==> config.mk <==
export PLATFORM = sky130hd
export DESIGN_NAME = tx_fifo_scheduler
export DESIGN_NICKNAME = d
export VERILOG_FILES = /design/src/rtl/tx_sched_pkg.sv /design/src/rtl/tx_fifo_scheduler_rr_select.sv /design/src/rtl/tx_fifo_scheduler.sv
export SDC_FILE = /design/constraint.sdc
export NUM_CORES = 1
export LEC_CHECK = 0
export CAP_MARGIN = 15
export CORE_MARGIN = 3
export CORE_UTILIZATION = 62
export DETAILED_ROUTE_END_ITERATION = 10
export DONT_BUFFER_PORTS = 1
export HOLD_SLACK_MARGIN = 0.15
export PLACE_DENSITY_LB_ADDON = 0.12
export SLEW_MARGIN = 20
export SYNTH_ARGS = -nofsm -noshare
export SYNTH_HDL_FRONTEND = slang
export SYNTH_SLANG_ARGS = --single-unit
==> constraint.sdc <==
create_clock -name iClk -period 2.88 [get_ports iClk]
set_clock_uncertainty 0.1 [all_clocks]
set_input_delay 0.432 -clock iClk [delete_from_list [all_inputs] [get_ports iClk]]
set_output_delay 0.432 -clock iClk [all_outputs]
set_load 0.02 [all_outputs]
==> src/rtl/tx_sched_pkg.sv <==
// Shared definitions for the TX FIFO scheduler: FSM state encodings and sizing helpers.
// Latency: n/a (types and constants only).
// Backpressure: n/a.
package tx_sched_pkg;

  typedef enum logic [0:0] {
    ARB_IDLE  = 1'b0,
    ARB_GRANT = 1'b1
  } arbState_t;

  typedef enum logic [1:0] {
    D_IDLE    = 2'd0,
    D_POP     = 2'd1,
    D_WAIT_HI = 2'd2,
    D_WAIT_LO = 2'd3
  } drainState_t;

  localparam int BUSY_TIMEOUT_DEF = 4096;

  // Width of a requester index; never narrower than one bit.
  function automatic int calcGrantW(input int n);
    return (n > 2) ? $clog2(n) : 1;
  endfunction

endpackage

==> src/rtl/tx_fifo_scheduler_rr_select.sv <==
// Round-robin winner select: first valid index searching upward from iPtr+1, wrapping.
// Latency: purely combinational.
// Backpressure: none; oAny=0 when no request is valid.
// Ports: iValid (request vector), iPtr (last served) -> oIdx (winner), oAny (any valid).
module rr_select #(
  parameter int NUM_REQ = 4,
  parameter int IDX_W   = 2
) (
  input  logic [NUM_REQ-1:0] iValid,
  input  logic [IDX_W-1:0]   iPtr,
  output logic [IDX_W-1:0]   oIdx,
  output logic               oAny
);

  logic [IDX_W-1:0] cand;

  // Walk candidates from farthest to nearest so the nearest valid one wins.
  always_comb begin
    oIdx = '0;
    oAny = 1'b0;
    cand = '0;
    for (int i = NUM_REQ; i >= 1; i--) begin
      cand = IDX_W'((int'(iPtr) + i) % NUM_REQ);
      if (iValid[cand]) begin
        oAny = 1'b1;
        oIdx = cand;
      end
    end
  end

endmodule

==> src/rtl/tx_fifo_scheduler.sv <==
// Shares the UART TX FIFO among NUM_REQ packet requesters and drains it one byte per TX frame.
// Latency: grant 1 clk after arbitration, push path combinational; pop pulse 1 clk after idle conditions.
// Backpressure: iFifoFull drops the granted ready bit; iTxBusy/iEnable/iFifoEmpty hold off pops.
// Ports: iReq*/oReqReady requester side, oPush*/iFifoFull/iFifoEmpty FIFO side, iTxBusy/oPopValid
//        serializer side, oGrantValid/oGrantId/oPopCnt/oTimeout status.
module tx_fifo_scheduler
  import tx_sched_pkg::*;
#(
  parameter  int NUM_REQ      = 4,
  parameter  int BUSY_TIMEOUT = BUSY_TIMEOUT_DEF,
  parameter  int CNT_W        = 16,
  localparam int GRANT_W      = calcGrantW(NUM_REQ)
) (
  input  logic                 iClk,
  input  logic                 iRstn,
  input  logic [NUM_REQ-1:0]   iReqValid,
  input  logic [NUM_REQ*8-1:0] iReqData,
  input  logic [NUM_REQ-1:0]   iReqLast,
  output logic [NUM_REQ-1:0]   oReqReady,
  output logic                 oPushValid,
  output logic [7:0]           oPushData,
  input  logic                 iFifoFull,
  input  logic                 iFifoEmpty,
  input  logic                 iTxBusy,
  output logic                 oPopValid,
  input  logic                 iEnable,
  output logic                 oGrantValid,
  output logic [GRANT_W-1:0]   oGrantId,
  output logic [CNT_W-1:0]     oPopCnt,
  output logic                 oTimeout
);

  localparam int TO_W = (BUSY_TIMEOUT > 1) ? $clog2(BUSY_TIMEOUT) : 1;
  localparam logic [TO_W-1:0] TO_LAST = TO_W'(BUSY_TIMEOUT - 1);

  // ---------------- push-side arbiter ----------------
  arbState_t          arbState, arbNext;
  logic [GRANT_W-1:0] grantId, rrPtr, winIdx;
  logic               winAny, pushFire, pushLast;
  logic [7:0]         reqByte [NUM_REQ];

  for (genvar k = 0; k < NUM_REQ; k++) begin : gSlice
    assign reqByte[k] = iReqData[8*k +: 8];
  end

  rr_select #(.NUM_REQ(NUM_REQ), .IDX_W(GRANT_W)) uRrSelect (
    .iValid (iReqValid),
    .iPtr   (rrPtr),
    .oIdx   (winIdx),
    .oAny   (winAny)
  );

  assign pushFire = (arbState == ARB_GRANT) & iReqValid[grantId] & ~iFifoFull;
  assign pushLast = pushFire & iReqLast[grantId];

  always_ff @(posedge iClk or negedge iRstn) begin
    if (!iRstn) arbState <= ARB_IDLE;
    else        arbState <= arbNext;
  end

  always_comb begin
    arbNext = arbState;
    unique case (arbState)
      ARB_IDLE:  if (winAny)   arbNext = ARB_GRANT;
      ARB_GRANT: if (pushLast) arbNext = ARB_IDLE;
      default:                 arbNext = ARB_IDLE;
    endcase
  end

  // Pointer starts at the top index so requester 0 is first after reset.
  always_ff @(posedge iClk or negedge iRstn) begin
    if (!iRstn) begin
      grantId <= '0;
      rrPtr   <= GRANT_W'(NUM_REQ - 1);
    end else begin
      if (arbState == ARB_IDLE && winAny) grantId <= winIdx;
      if (pushLast)                       rrPtr   <= grantId;
    end
  end

  always_comb begin
    oGrantValid = (arbState == ARB_GRANT);
    oGrantId    = grantId;
    oReqReady   = '0;
    oPushValid  = pushFire;
    oPushData   = '0;
    if (arbState == ARB_GRANT) begin
      oReqReady[grantId] = ~iFifoFull;
      oPushData          = reqByte[grantId];
    end
  end

  // ---------------- pop-side drain sequencer ----------------
  drainState_t     dState, dNext;
  logic [TO_W-1:0] toCnt;
  logic            toHit;

  assign toHit = (dState == D_WAIT_HI) & ~iTxBusy & (toCnt == TO_LAST);

  always_ff @(posedge iClk or negedge iRstn) begin
    if (!iRstn) dState <= D_IDLE;
    else        dState <= dNext;
  end

  always_comb begin
    dNext = dState;
    unique case (dState)
      D_IDLE:    if (iEnable && !iFifoEmpty && !iTxBusy) dNext = D_POP;
      D_POP:     dNext = D_WAIT_HI;
      D_WAIT_HI: if (iTxBusy) dNext = D_WAIT_LO;
                 else if (toCnt == TO_LAST) dNext = D_IDLE;
      D_WAIT_LO: if (!iTxBusy) dNext = D_IDLE;
      default:   dNext = D_IDLE;
    endcase
  end

  // Timeout counter is zeroed during the pop pulse so it starts fresh in D_WAIT_HI.
  always_ff @(posedge iClk or negedge iRstn) begin
    if (!iRstn) begin
      toCnt    <= '0;
      oPopCnt  <= '0;
      oTimeout <= 1'b0;
    end else begin
      if (dState == D_POP) begin
        toCnt   <= '0;
        oPopCnt <= oPopCnt + CNT_W'(1);
      end else if (dState == D_WAIT_HI && !iTxBusy && !toHit) begin
        toCnt <= toCnt + TO_W'(1);
      end
      if (toHit) oTimeout <= 1'b1;
    end
  end

  always_comb begin
    oPopValid = (dState == D_POP);
  end

endmodule

Yosys cells after proc, flatten, opt, wreduce, memory -nomap -nowiden
Index checks and enable logic that the tools add are counted.
{ "totals": {"romBits": 0, "inputBits": 46, "n_memories": 0, "latchBits": 0, "regBits": 36, "ram_bits": 0, "output_inout_bits": 34, "word_cells": 86} }
{ "classes": {"magnitude_cmp": 7, "div": 0, "mul": 0, "n_addsub": 6, "n_mux": 37, "bitwise": 10, "n_reduce_logical": 12, "shifts": 0, "n_eq_ne": 7} }
{ "ops": {"columns": ["cell", "n"], "rows": [
  ["2-to-1 mux 12 bit", 2],
  ["2-to-1 mux 8 bit", 3],
  ["adder 16 x 1 -> 16 bit (second input constant)", 1],
  ["binary-select mux 8 bit (select 2 bit)", 1],
  ["2-to-1 mux 2 bit", 8],
  ["less-than comparator 2 x 3 -> 1 bit (second input constant)", 5],
  ["2-to-1 mux 1 bit", 13],
  ["adder 12 x 1 -> 12 bit (second input constant)", 1],
  ["binary-select mux 1 bit (select 2 bit)", 6],
  ["== test 12 bit (second input constant)", 1],
  ["one-hot mux 2 bit (4 select lines)", 1],
  ["logical AND 1 bit", 6],
  ["bitwise AND 1 bit", 5],
  ["adder 2 x 1 -> 2 bit (second input constant)", 2],
  ["adder 2 bit (second input constant)", 2],
  ["bitwise AND 4 bit", 1],
  ["== test 2 bit (second input constant)", 2],
  ["2-to-1 mux 4 bit", 1],
  ["inequality test 2 bit (second input constant)", 2],
  ["greater-or-equal comparator 3 bit (second input constant)", 1],
  ["logical NOT 1 bit", 3],
  ["inequality test 3 x 2 -> 1 bit (second input constant)", 1],
  ["NOT 1 bit", 3],
  ["NOT 2 -> 3 bit", 1],
  ["7 further kinds", 7]
]} }

Depth between registers and ports, before layout
Gate-level depths: netlist of run 1.
{ "depth": {"word_depth": 9, "ltp_mapped": 7, "mapped_depth_nobuf": 5} }

Modules after synthesis
Synthesis of run 1 repeated with hierarchy kept, for this count alone.
{ "unflattened": {"cells_unflattened": 205, "hier_area_um2": 2144.6} }
{ "modules_own_cells": {"columns": ["mod", "area_each_um2", "cells_each", "instances"], "rows": [
  ["tx_fifo_scheduler", 2053.2, 191, 1],
  ["rr_select", 91.3, 14, 1]
]} }

Worst setup path before layout of run 1
OpenSTA, ideal clock, no wires.
{ "synth_timing": {"kind": "register -> output", "start": "register grantId[0], in the netlist oGrantId[0]", "end": "output oPushData[3]", "arrival_ns": 1.814, "setup_slack_ns": 0.534, "stages_incl_launch_ff": 5, "required_ns": 2.348, "path_cell_list": "dfrtp_1 -> buf_2 -> buf_1 -> mux4_2 -> and2_1"} }
{ "synth_between": {"elab_chain_len": 5} }
{ "synth_lines": {"columns": ["element", "line_no", "source"], "rows": [
  ["from (decl)", "tx_fifo_scheduler.sv:38", "logic [GRANT_W-1:0] grantId, rrPtr, winIdx;"],
  ["from (signal assigned)", "tx_fifo_scheduler.sv:76", "if (arbState == ARB_IDLE && winAny) grantId <= winIdx;"],
  ["NOT 2 -> 3 bit (not written as such)", "tx_fifo_scheduler.sv:89", "oPushData = reqByte[grantId];"],
  ["binary-select mux 8 bit (select 2 bit)", "tx_fifo_scheduler.sv:89", null],
  ["2-to-1 mux 8 bit (not written as such) (2 in series)", "tx_fifo_scheduler.sv:89", null],
  ["2-to-1 mux 8 bit", "tx_fifo_scheduler.sv:87", "if (arbState == ARB_GRANT) begin"],
  ["to (decl)", "tx_fifo_scheduler.sv:21", "output logic [7:0] oPushData,"]
]} }
No other way between the ends. The select of a mux whose other input is x is not followed.

Final worst setup path of run 1
{ "layout_timing": {"start": "register grantId[0], in the netlist oGrantId[0]", "end": "output oPushData[1]"} }
Same word-level chain as after synthesis.

==> key figures, run 1 <==
Timing
  – Slew @ Worst Pin: 0.669 ns
  – Fmax: 428 MHz
  – Max_slew headroom: 55.4%
  – RSZ-0062 raised after global routing: false
  – Fin Setup TNS: 0 ns
  – # setup viols final: 0
  – Post-layout min period: 2.33 ns
  – Pins Over Slew Limit: 0
  – Final Hold Viols: 0
  – Tcrit/Tclk final: 81.1%

Global route
  – Vias in the first global route: 1,510
  – GR Overflow Total: 0
  – First-pass GRT wire length: 7.09 mm
  – GRT Util Overall: 22.7%
  – Largest net degree at the start of global routing: 37
  – Initial antenna violation count: 0

Synth
  – Syn Inst Count: 189
  – Simple-gate area share of the yosys netlist: 19.4%
  – Largest area contributor in the netlist: dfrtp_1
  – Synth top area cells: dfrtp_1 42%, mux4_2 11%, xnor2_1 6.9%
  – Compound-Gate Fraction of Synth Area: 11.4%
  – Synth warn: 0
  – Area share of the largest cell type after synthesis: 41.7%
  – EDFF count, synth: 0
  – Post-Synth XOR/XNOR Area: 7.29%
  – Syn nets: 237
  – Synthesized area: 2040 sq um
  – Synth Flop Type: dfrtp_1
  – Synth Area in Adders: 1.23%
  – Post-synthesis cell type count: 45
  – Synth Register Bits: 36
  – Post-synthesis mux area share: 13.2%
  – Sequential element share of the synthesized area: 44.2%
  – Post-synthesis async set-or-reset flop share: 100%
  – Mapped Avg Cell Area: 10.8 sq um
  – Largest family of logic cells by synthesized area: simple AND/OR/NAND/NOR gates

Critical path
  – Crit. End Element: output pin
  – Cell Chain, Critical Path: buf_4 > mux4_2 > and2_1
  – Launch point of the worst path: oGrantId[0]
  – CP arrival: 1.80 ns
  – Critical Path Source Type: flip-flop
  – Max stage delay on crit path: 0.54 ns
  – Reg-to-reg startpoint: dState[0]
  – Crit-path slowest cell: mux4_2
  – Worst Setup Path Type: flip-flop to output pin
  – CP required: 2.35 ns
  – Crit path max fanout: 16

Clocking
  – Worst-path clk slew: 0.11 ns
  – Root buffer cell: clkbuf_4
  – CTS tree: yes
  – Post-CTS Hold Fix Bufs: 4
  – Setup bufs post-CTS: 0
  – CTS H-tree lvls: 2
  – Clk buf depth: 2
  – CTS buffer count: 5
  – Clock latency on the worst-skew pair: 0.33 ns
  – Cts repair resizes: 0
  – Clock sinks: 36

Detailed routing
  – Detailed router's first-iteration violation count: 70
  – Remaining antenna violation count: 0
  – Vias/cell: 6.46
  – 1st-pass router iterations: 4
  – DRC Markers: 0
  – Routed via count: 1,538
  – Final wirelength: 4.33 mm
  – Mean routed wirelength per cell: 18.2 um

Placement
  – Port Buffer Count: 0
  – DP HPWL: 3.37 mm
  – Placed insts: 226
  – Final Wtd Congestion: 0.776

Floorplan
  – Initial Util: 65.8%
  – # IOs: 80
  – Core area: 3100 sq um
  – Die H: 63.4 um
  – Site Rows: 20
  – Die Width: 63.4 um
  – Die area: 4020 sq um

Layout
  – Area Overhead vs Synth: 7.35%
  – Commonest non-fill, non-tap cell in the layout: dfrtp_1
  – Ant. Diodes: 0
  – Nets@finish: 241
  – Final Instance Count excl. Fillers: 238
  – Layout cells sized above 1: 13.9%
  – Fillers: 256
  – Most frequent cells in the layout: 34 x dfrtp_1, 16 x xnor2_1, 11 x nand2_1, 11 x and2_1
  – Post-layout util: 70.6%

Worst hold path
  – HP Start: iTxBusy
  – Worst min path class: primary input to flip-flop

Power and ir drop
  – VDD IR max: 0.524 mV
  – Pwr/cell area: 805 nW/um^2
  – Total power: 1.77 mW
  – Leak pwr: 0.895 nW

Status
  – Status: complete, no violations

Job
  – Max cap viols: 0
-- critical path: cells and delay by family (launching register included) --
family,cells,cell delay [ns]
mux,1,0.54
flops,1,0.39
buf+inv,1,0.29
simple gates,1,0.24
-- power breakdown --
part / switching [mW] / total, mW / internal (mW)
Sequential: 0.201 / 0.808 / 0.607
Combinational: 0.356 / 0.674 / 0.317
Clock: 0.164 / 0.283 / 0.120
-- metrics by stage --
step / hold WS [ns] / instance area (sq um) / setup slack [ns]
after CTS: 0.199 / 2190 / 0.516
final: 0.209 / 2190 / 0.545
after global placement: 0.0378 / 2080 / 0.801
after floorplan: 0.0364 / 2040 / 0.534
after global routing: 0.203 / 2190 / 0.434
after detailed placement: 0.0378 / 2080 / 0.771
-- sequential cells by signal, summed over array words and instances, names as in the netlist --
register,count
dState,2
oGrantId,2
oGrantValid,1
oPopCnt,16
oTimeout,1
rrPtr,2
toCnt,12
-- area by class of cell --
type	count	area, sq um	area share (%)
clock buffer	7	55.1	2.51
clock inverter	1	7.51	0.342
inverter	7	26.3	1.20
multi-input combinational	136	1070	48.9
sequential	36	903	41.2
tap	44	55.1	2.51
timing repair buffer	7	72.6	3.31
-- synthesized netlist by cell type, types with 2 or more instances --
master,count
a21o_1,3
a21oi_1,5
and2_1,11
and3_1,4
and4_1,2
clkbuf_1,7
dfrtp_1,34
dfstp_2,2
ha_1,2
inv_1,7
mux2_2,3
mux4_2,10
nand2_1,11
nand2b_1,3
nand3_1,10
nand4_1,9
nor2_1,6
nor2b_1,2
nor3_1,2
nor3b_1,2
nor4_1,2
o211ai_1,3
o21ai_0,5
o311ai_0,2
o31ai_1,5
o41ai_1,2
or3_1,2
xnor2_1,16
-- final timing paths --
path	to	slack [ns]	cells after the start
setup / recovery	oPushData[1]	0.55	3
hold / removal	dState[1]	0.21	2
setup reg to reg	toCnt[9]	0.73	4
hold reg to reg	toCnt[11]	0.43	1
max in group asynchronous	rrPtr[1]	1.99	2
min in group asynchronous	toCnt[6]	0.45	2
-- cells by family after synthesis --
family,count (synthesis)
simple gates,70
buf+inv,17
flops,36
fa+ha+maj,2
xor+xnor,17
mux,14
compound gates,33
-- per-layer routing --
| layer | track usage [%] | up-vias | part of all wire, % |
|---|---|---|---|
| li1 | - | 708 | - |
| met1 | 25.3 | 746 | 37 |
| met3 | 6.95 | 7 | 8.3 |
| met5 | 0 | - | 0 |
| met4 | 7.55 | 0 | 1.2 |
| met2 | 40.9 | 77 | 54 |
Note: power is estimated with default switching activity, not from simulation.
==> inputs of run 2 (changes only) <==
==> constraint.sdc (replaced) <==
create_clock -name iClk -period 2.4 [get_ports iClk]
set_clock_uncertainty 0.1 [all_clocks]
set_input_delay 0.36 -clock iClk [delete_from_list [all_inputs] [get_ports iClk]]
set_output_delay 0.36 -clock iClk [all_outputs]
set_load 0.02 [all_outputs]
==> run 2 against run 1 <==
Compared with the run above: register-to-register slack worse by 0.47 ns; clock power grew 20%; global-route usage is 1.7 points higher; final cell count rose by 3.4%.
==> key figures, run 2 (synthesis gave the netlist of run 1 again) <==
Status
  – Status: complete, no violations

Critical path
  – FF-to-FF End: toCnt[9]
  – Reg2Reg Setup Slack: 0.26 ns (-0.47 ns)
  – Max stage delay on crit path: 0.52 ns (-0.02 ns)
  – Crit-path slowest cell: mux4_2
  – Reg-to-reg startpoint: dState[0]
  – CP required: 1.94 ns (-0.41 ns)
  – Critical Path Source Type: flip-flop
  – Most used cell, CP: buf_4
  – CP arrival: 1.84 ns (+0.04 ns)
  – Worst Setup Path Type: flip-flop to output pin
  – Cell Chain, Critical Path: buf_4 > mux4_2 > and2_1 > buf_4
  – Crit path max fanout: 7 (-9)
  – Crit. End Element: output pin
  – R2r worst-path depth: 4 (unchanged)

Clocking
  – Post-CTS Hold Fix Bufs: 7 (+3)
  – Clk buf depth: 2 (unchanged)
  – Worst-path clk slew: 0.10 ns (about the same)
  – CTS buffer count: 5 (unchanged)
  – Setup bufs post-CTS: 0 (unchanged)
  – Root buffer cell: clkbuf_4
  – Clock sinks: 36 (unchanged)
  – Cts repair resizes: 0 (unchanged)
  – CTS H-tree lvls: 2 (unchanged)
  – CTS tree: yes
  – Clock latency on the worst-skew pair: 0.34 ns (about the same)

Floorplan
  – Die Width: 63.4 um (unchanged)
  – Die area: 4020 sq um (unchanged)
  – Site Rows: 20 (unchanged)
  – # IOs: 80 (unchanged)
  – Core area: 3100 sq um (unchanged)
  – Die H: 63.4 um (unchanged)
  – Initial Util: 65.8% (unchanged)

Worst hold path
  – HP Start: iReqValid[3]
  – WHS Endpoint: oGrantValid
  – Hold Path Depth: 3 (+1)
  – Worst min path class: primary input to flip-flop

Timing
  – Post-route setup slack: 0.105 ns (-0.441 ns)
  – Fin Setup TNS: 0 ns (unchanged)
  – Tcrit/Tclk final: 95.6%
  – RSZ-0062 raised after global routing: false
  – Slew @ Worst Pin: 0.637 ns (-0.0317 ns)
  – Post-layout min period: 2.30 ns
  – Final Hold Viols: 0 (unchanged)
  – Fmax: 436 MHz
  – Max_slew headroom: 57.2% (+1.8 points)
  – Pins Over Slew Limit: 0 (unchanged)
  – # setup viols final: 0 (unchanged)

Layout
  – Commonest non-fill, non-tap cell in the layout: dfrtp_1
  – Ant. Diodes: 0 (unchanged)
  – Most frequent cells in the layout: 34 x dfrtp_1, 16 x xnor2_1, 11 x nand2_1, 11 x and2_1
  – Largest register by flop count: oPopCnt
  – Top Registers: oPopCnt x16, toCnt x12
  – Nets@finish: 249 (+3.3%)
  – Layout cells sized above 1: 15.3% (+1.4 points)
  – Max FFs per register: 16 (unchanged)
  – Area Overhead vs Synth: 10.5%

Detailed routing
  – DRC Markers: 0 (unchanged)
  – Mean routed wirelength per cell: 18.7 um (+2.8%)
  – Remaining antenna violation count: 0 (unchanged)
  – 1st-pass router iterations: 4 (unchanged)
  – Routed via count: 1,571 (+2.1%)
  – Final wirelength: 4.61 mm (+6.3%)
  – Vias/cell: 6.39 (-1.2%)
  – Detailed router's first-iteration violation count: 57 (-19%)

Power and ir drop
  – Gate power share: 42.0% (+3.8 points)
  – Clock share of power: 15.6% (-0.4 points)
  – Leak pwr: 0.934 nW (+4.4%)
  – Total power: 2.19 mW (+24%)
  – Pwr/cell area: 969 nW/um^2 (+20%)
  – Sw Ratio: 40.6% (-0.20 points)
  – VDD IR max: 0.548 mV (+4.4%)
  – P_sw: 0.888 mW (+23%)
  – P_int: 1.30 mW (+24%)
  – Sequential power share: 42.5% (-3.3 points)

Global route
  – Initial antenna violation count: 0 (unchanged)
  – GRT Util Overall: 24.4% (+1.7 points)
  – First-pass GRT wire length: 7.58 mm (+6.9%)
  – GR Overflow Total: 0 (unchanged)
  – Vias in the first global route: 1,647 (+9.1%)
  – Largest net degree at the start of global routing: 37 (unchanged)

Job
  – Max cap viols: 0 (unchanged)

Placement
  – Pre-CTS WS: 0.294 ns (-0.477 ns)
  – Port Buffer Count: 0 (unchanged)
  – DP HPWL: 3.50 mm (+3.8%)
  – Final Wtd Congestion: 0.826 (+6.4%)
==> run 2: cell types whose count changed in the layout (fill, tap and decap cells not counted), sizes merged <==
cell         before  now
clkbuf            7    8
clkinvlp          1    0
buf               4    9
dlygate4sd3       3    6
==> run 2: how the worst max path moves through the flow <==
stage | start | end | slack [ns] | cells past startpoint
floorplan | oGrantId[0] | oPushData[3] | 0.13 | 4
global placement | dState[0] | toCnt[9] | 0.35 | 4
detailed placement | dState[0] | toCnt[9] | 0.29 | 4
CTS | oGrantId[0] | oPushValid | 0.09 | 4
global route | oGrantId[0] | oPushValid | 0.04 | 4
finish | oGrantId[0] | oPushValid | 0.10 | 4
==> run 2: critical path, delay by kind of cell, from the launching register on <==
kind | cells | cell delay, ns
flops | 1 | 0.41
simple gates | 1 | 0.18
buf+inv | 2 | 0.39
mux | 1 | 0.52
==> run 2: layer usage <==
layer	vias up	global-route usage [%]	wire length (um)	part of all wire, %
li1	728	-	-	-
met1	753	27.4	1750	38
met2	80	43.4	2410	52
met3	10	8.73	384	8.3
met4	0	6.74	61	1.3
met5	-	0	0	0
==> run 2: power groups by stage <==
stage	Combinational [mW]	Sequential [mW]	Clock (mW)
after floorplan	0.729	0.909	0
after global placement	0.865	0.923	0
after detailed placement	0.895	0.939	0
after CTS	0.924	0.926	0.349
after global routing	0.991	0.951	0.370
final	0.917	0.929	0.340
==> run 2: layout make-up <==
type | instances | area, sq um
sequential | 36 | 903
inverter | 7 | 26.3
multi-input combinational | 136 | 1070
timing repair buffer | 15 | 140
fill | 247 | 847
clock buffer | 8 | 58.8
tap | 44 | 55.1
==> run 2: per-stage QoR <==
step                std cells  hold WS, ns  utilization, %  instance area, sq um
floorplan                 189      -0.0356               -                  2040
global placement          231      -0.0343            68.2                  2120
detailed placement        231      -0.0343            68.2                  2120
CTS                       246        0.206            72.7                  2260
global route              246        0.223            72.7                  2260
finish                    246        0.228            72.7                  2260
==> inputs of run 3 (changes only) <==
--- a/config.mk
+++ b/config.mk
@@ -10,6 +10,7 @@
 export CORE_UTILIZATION = 62
 export DETAILED_ROUTE_END_ITERATION = 10
 export DONT_BUFFER_PORTS = 1
+export GPL_TIMING_DRIVEN = 0
 export HOLD_SLACK_MARGIN = 0.15
 export PLACE_DENSITY_LB_ADDON = 0.12
 export SLEW_MARGIN = 20
==> run 3 against run 2 <==
Compared with the run above: via count increased by 0.45%; sequential share of layout area is 0.26 points lower; wire length is 1.8% higher; core utilization grew 0.69 points; sequential power is 1% higher; worst setup slack is essentially flat; critical path depth unchanged; highest routed layer unchanged; combinational power about the same; largest cell class unchanged; die area stayed put; clock power is 3% higher; critical path type unchanged.
==> key figures, run 3 (synthesis gave the netlist of run 1 again) <==
Detailed routing
  – DRC Markers: 0 (unchanged)
  – DR WL met2: 2.54 mm (+5.6%)
  – Vias/cell: 6.34 (-0.76%)
  – Met3 wire length: 380 um (-1.0%)
  – Final wirelength: 4.69 mm (+1.8%)
  – Mean routed wirelength per cell: 18.8 um (+0.53%)
  – 1st-pass router iterations: 5 (+1)
  – Remaining antenna violation count: 0 (unchanged)
  – Routed via count: 1,578 (+0.45%)
  – Detailed router's first-iteration violation count: 35 (-39%)
  – Met1 WL: 1.70 mm (-3.1%)
  – Uppermost routed layer: met4

Timing
  – Pins Over Slew Limit: 0 (unchanged)
  – Fmax: 436 MHz (about the same)
  – Tcrit/Tclk final: 95.6% (about the same)
  – Max_slew headroom: 52.7% (-4.5 points)
  – Hold WS: 0.174 ns (-0.0540 ns)
  – Final Hold Viols: 0 (unchanged)
  – Slew @ Worst Pin: 0.703 ns (+0.0663 ns)
  – Post-layout min period: 2.30 ns (+0.000330 ns)
  – # setup viols final: 0 (unchanged)
  – Post-route setup slack: 0.104 ns (-0.000330 ns)
  – RSZ-0062 raised after global routing: false

Critical path
  – Reg2Reg Setup Slack: 0.15 ns (-0.11 ns)
  – Crit-path slowest cell: dfrtp_2
  – Launch point of the worst path: oGrantId[1]
  – Crit. End Element: output pin
  – Worst Setup Path Type: flip-flop to output pin
  – Crit path max fanout: 10 (+3)
  – Reg-to-reg startpoint: dState[0]
  – Cell Chain, Critical Path: clkbuf_2 > buf_2 > mux4_2 > and2_2
  – Critical Path Source Type: flip-flop
  – Max stage delay on crit path: 0.44 ns (-0.08 ns)
  – Bufs and invs on worst path: 2 (unchanged)
  – CP arrival: 1.84 ns (about the same)
  – FF-to-FF End: toCnt[9]
  – CP delay by family, top: buffers and inverters
  – R2r worst-path depth: 5 (+1)
  – CP required: 1.94 ns (about the same)

Floorplan
  – Die Width: 63.4 um (unchanged)
  – Core area: 3100 sq um (unchanged)
  – Die H: 63.4 um (unchanged)
  – Die area: 4020 sq um (unchanged)
  – # IOs: 80 (unchanged)
  – Site Rows: 20 (unchanged)
  – Initial Util: 65.8% (unchanged)

Global route
  – GR Overflow Total: 0 (unchanged)
  – First-pass GRT wire length: 7.89 mm (+4.1%)
  – Largest net degree at the start of global routing: 37 (unchanged)
  – GRT Util Overall: 25.1% (+0.70 points)
  – Vias in the first global route: 1,635 (-0.73%)
  – Initial antenna violation count: 0 (unchanged)

Placement
  – Final Wtd Congestion: 0.798 (-3.4%)
  – Pre-CTS WS: -0.0666 ns (-0.360 ns)
  – Port Buffer Count: 0 (unchanged)
  – DP HPWL: 3.54 mm (+1.1%)
  – Post-Place Cell Area: 2100 sq um (-0.95%)
  – Placed insts: 233 (+0.87%)

Clocking
  – Clk buf depth: 2 (unchanged)
  – Clock sinks: 36 (unchanged)
  – Worst-path clk slew: 0.11 ns (about the same)
  – CTS H-tree lvls: 2 (unchanged)
  – CTS tree: yes
  – Clock latency on the worst-skew pair: 0.34 ns (about the same)
  – Root buffer cell: clkbuf_4
  – CTS buffer count: 5 (unchanged)

Layout
  – Final Instance Count excl. Fillers: 249 (+1.2%)
  – Top Registers: oPopCnt x16, toCnt x12
  – Ant. Diodes: 0 (unchanged)
  – Largest register by flop count: oPopCnt
  – Fin area: 2280 sq um (+0.94%)
  – Max FFs per register: 16 (unchanged)
  – Most frequent cells in the layout: 32 x dfrtp_1, 16 x xnor2_1, 11 x nand2_1
  – Area Overhead vs Synth: 11.5%
  – Nets@finish: 252 (+1.2%)
  – Layout cells sized above 1: 17.6% (+2.2 points)
  – Commonest non-fill, non-tap cell in the layout: dfrtp_1

Worst hold path
  – Hold Path Depth: 3 (unchanged)
  – HP Start: iTxBusy
  – Worst min path class: primary input to flip-flop
  – WHS Endpoint: toCnt[2]

Status
  – Status: complete, no violations

Power and ir drop
  – Pwr/cell area: 969 nW/um^2 (about the same)
  – VDD IR max: 0.748 mV (+37%)
  – Leak pwr: 0.932 nW (-0.30%)

Job
  – Max cap viols: 0 (unchanged)
-- run 3: cell count changes in the layout (fill, tap and decap cells not counted), sizes merged --
cell,before,now
clkbuf,8,13
buf,9,5
clkinvlp,0,2
-- run 3: what timing repair did --
item,CTS,global route
gates resized for setup,10,4
setup buffers,0,2
endpoints found under the setup margin,7,6
hold endpoints to repair,39,0
hold buffers,7,0
-- run 3: cell type report --
class | count | area (sq um)
Multi-Input combinational cell | 136 | 1080
Clock inverter | 2 | 15.0
Buffer | 9 | 50.0
Tap cell | 44 | 55.1
Timing Repair Buffer | 9 | 95.1
Inverter | 7 | 26.3
Sequential cell | 36 | 906
Fill cell | 249 | 826
Clock buffer | 6 | 51.3
-- run 3: worst min-delay path, cell delays in order --
cell and delay, ns:
nor3b_1 0.07, nand2_1 0.10, o31ai_1 0.06
-- run 3: worst max path at each step --
stage | end | slack (ns) | cells after the start
2_1_floorplan | oPushData[3] | 0.13 | 4
3_3_place_gp | oPushData[6] | -0.007 | 4
3_5_place_dp | oPushData[5] | -0.07 | 4
4_1_cts | oPushData[5] | 0.01 | 4
5_1_grt | toCnt[9] | 0.003 | 5
6_report | oPushData[4] | 0.10 | 4
-- run 3: per-layer routing --
layer,global-route usage (%),vias up
met1,26.9,766
met5,0,-
li1,-,736
met3,8.56,7
met4,7.55,0
met2,46.0,69
-- run 3: through the flow --
stage | setup TNS, ns | power (mW) | util, %
finish | 0 | 2.21 | 73.4
global route | 0 | 2.36 | 73.4
CTS | 0 | 2.20 | 73.1
detailed placement | -0.203 | 1.79 | 67.6
global placement | -0.0131 | 1.75 | 67.6
floorplan | 0 | 1.64 | -
-- run 3: power breakdown --
group          internal (mW)  total (mW)  switching [mW]
clock network          0.142       0.349           0.207
logic                  0.422       0.919           0.497
registers              0.733       0.939           0.206
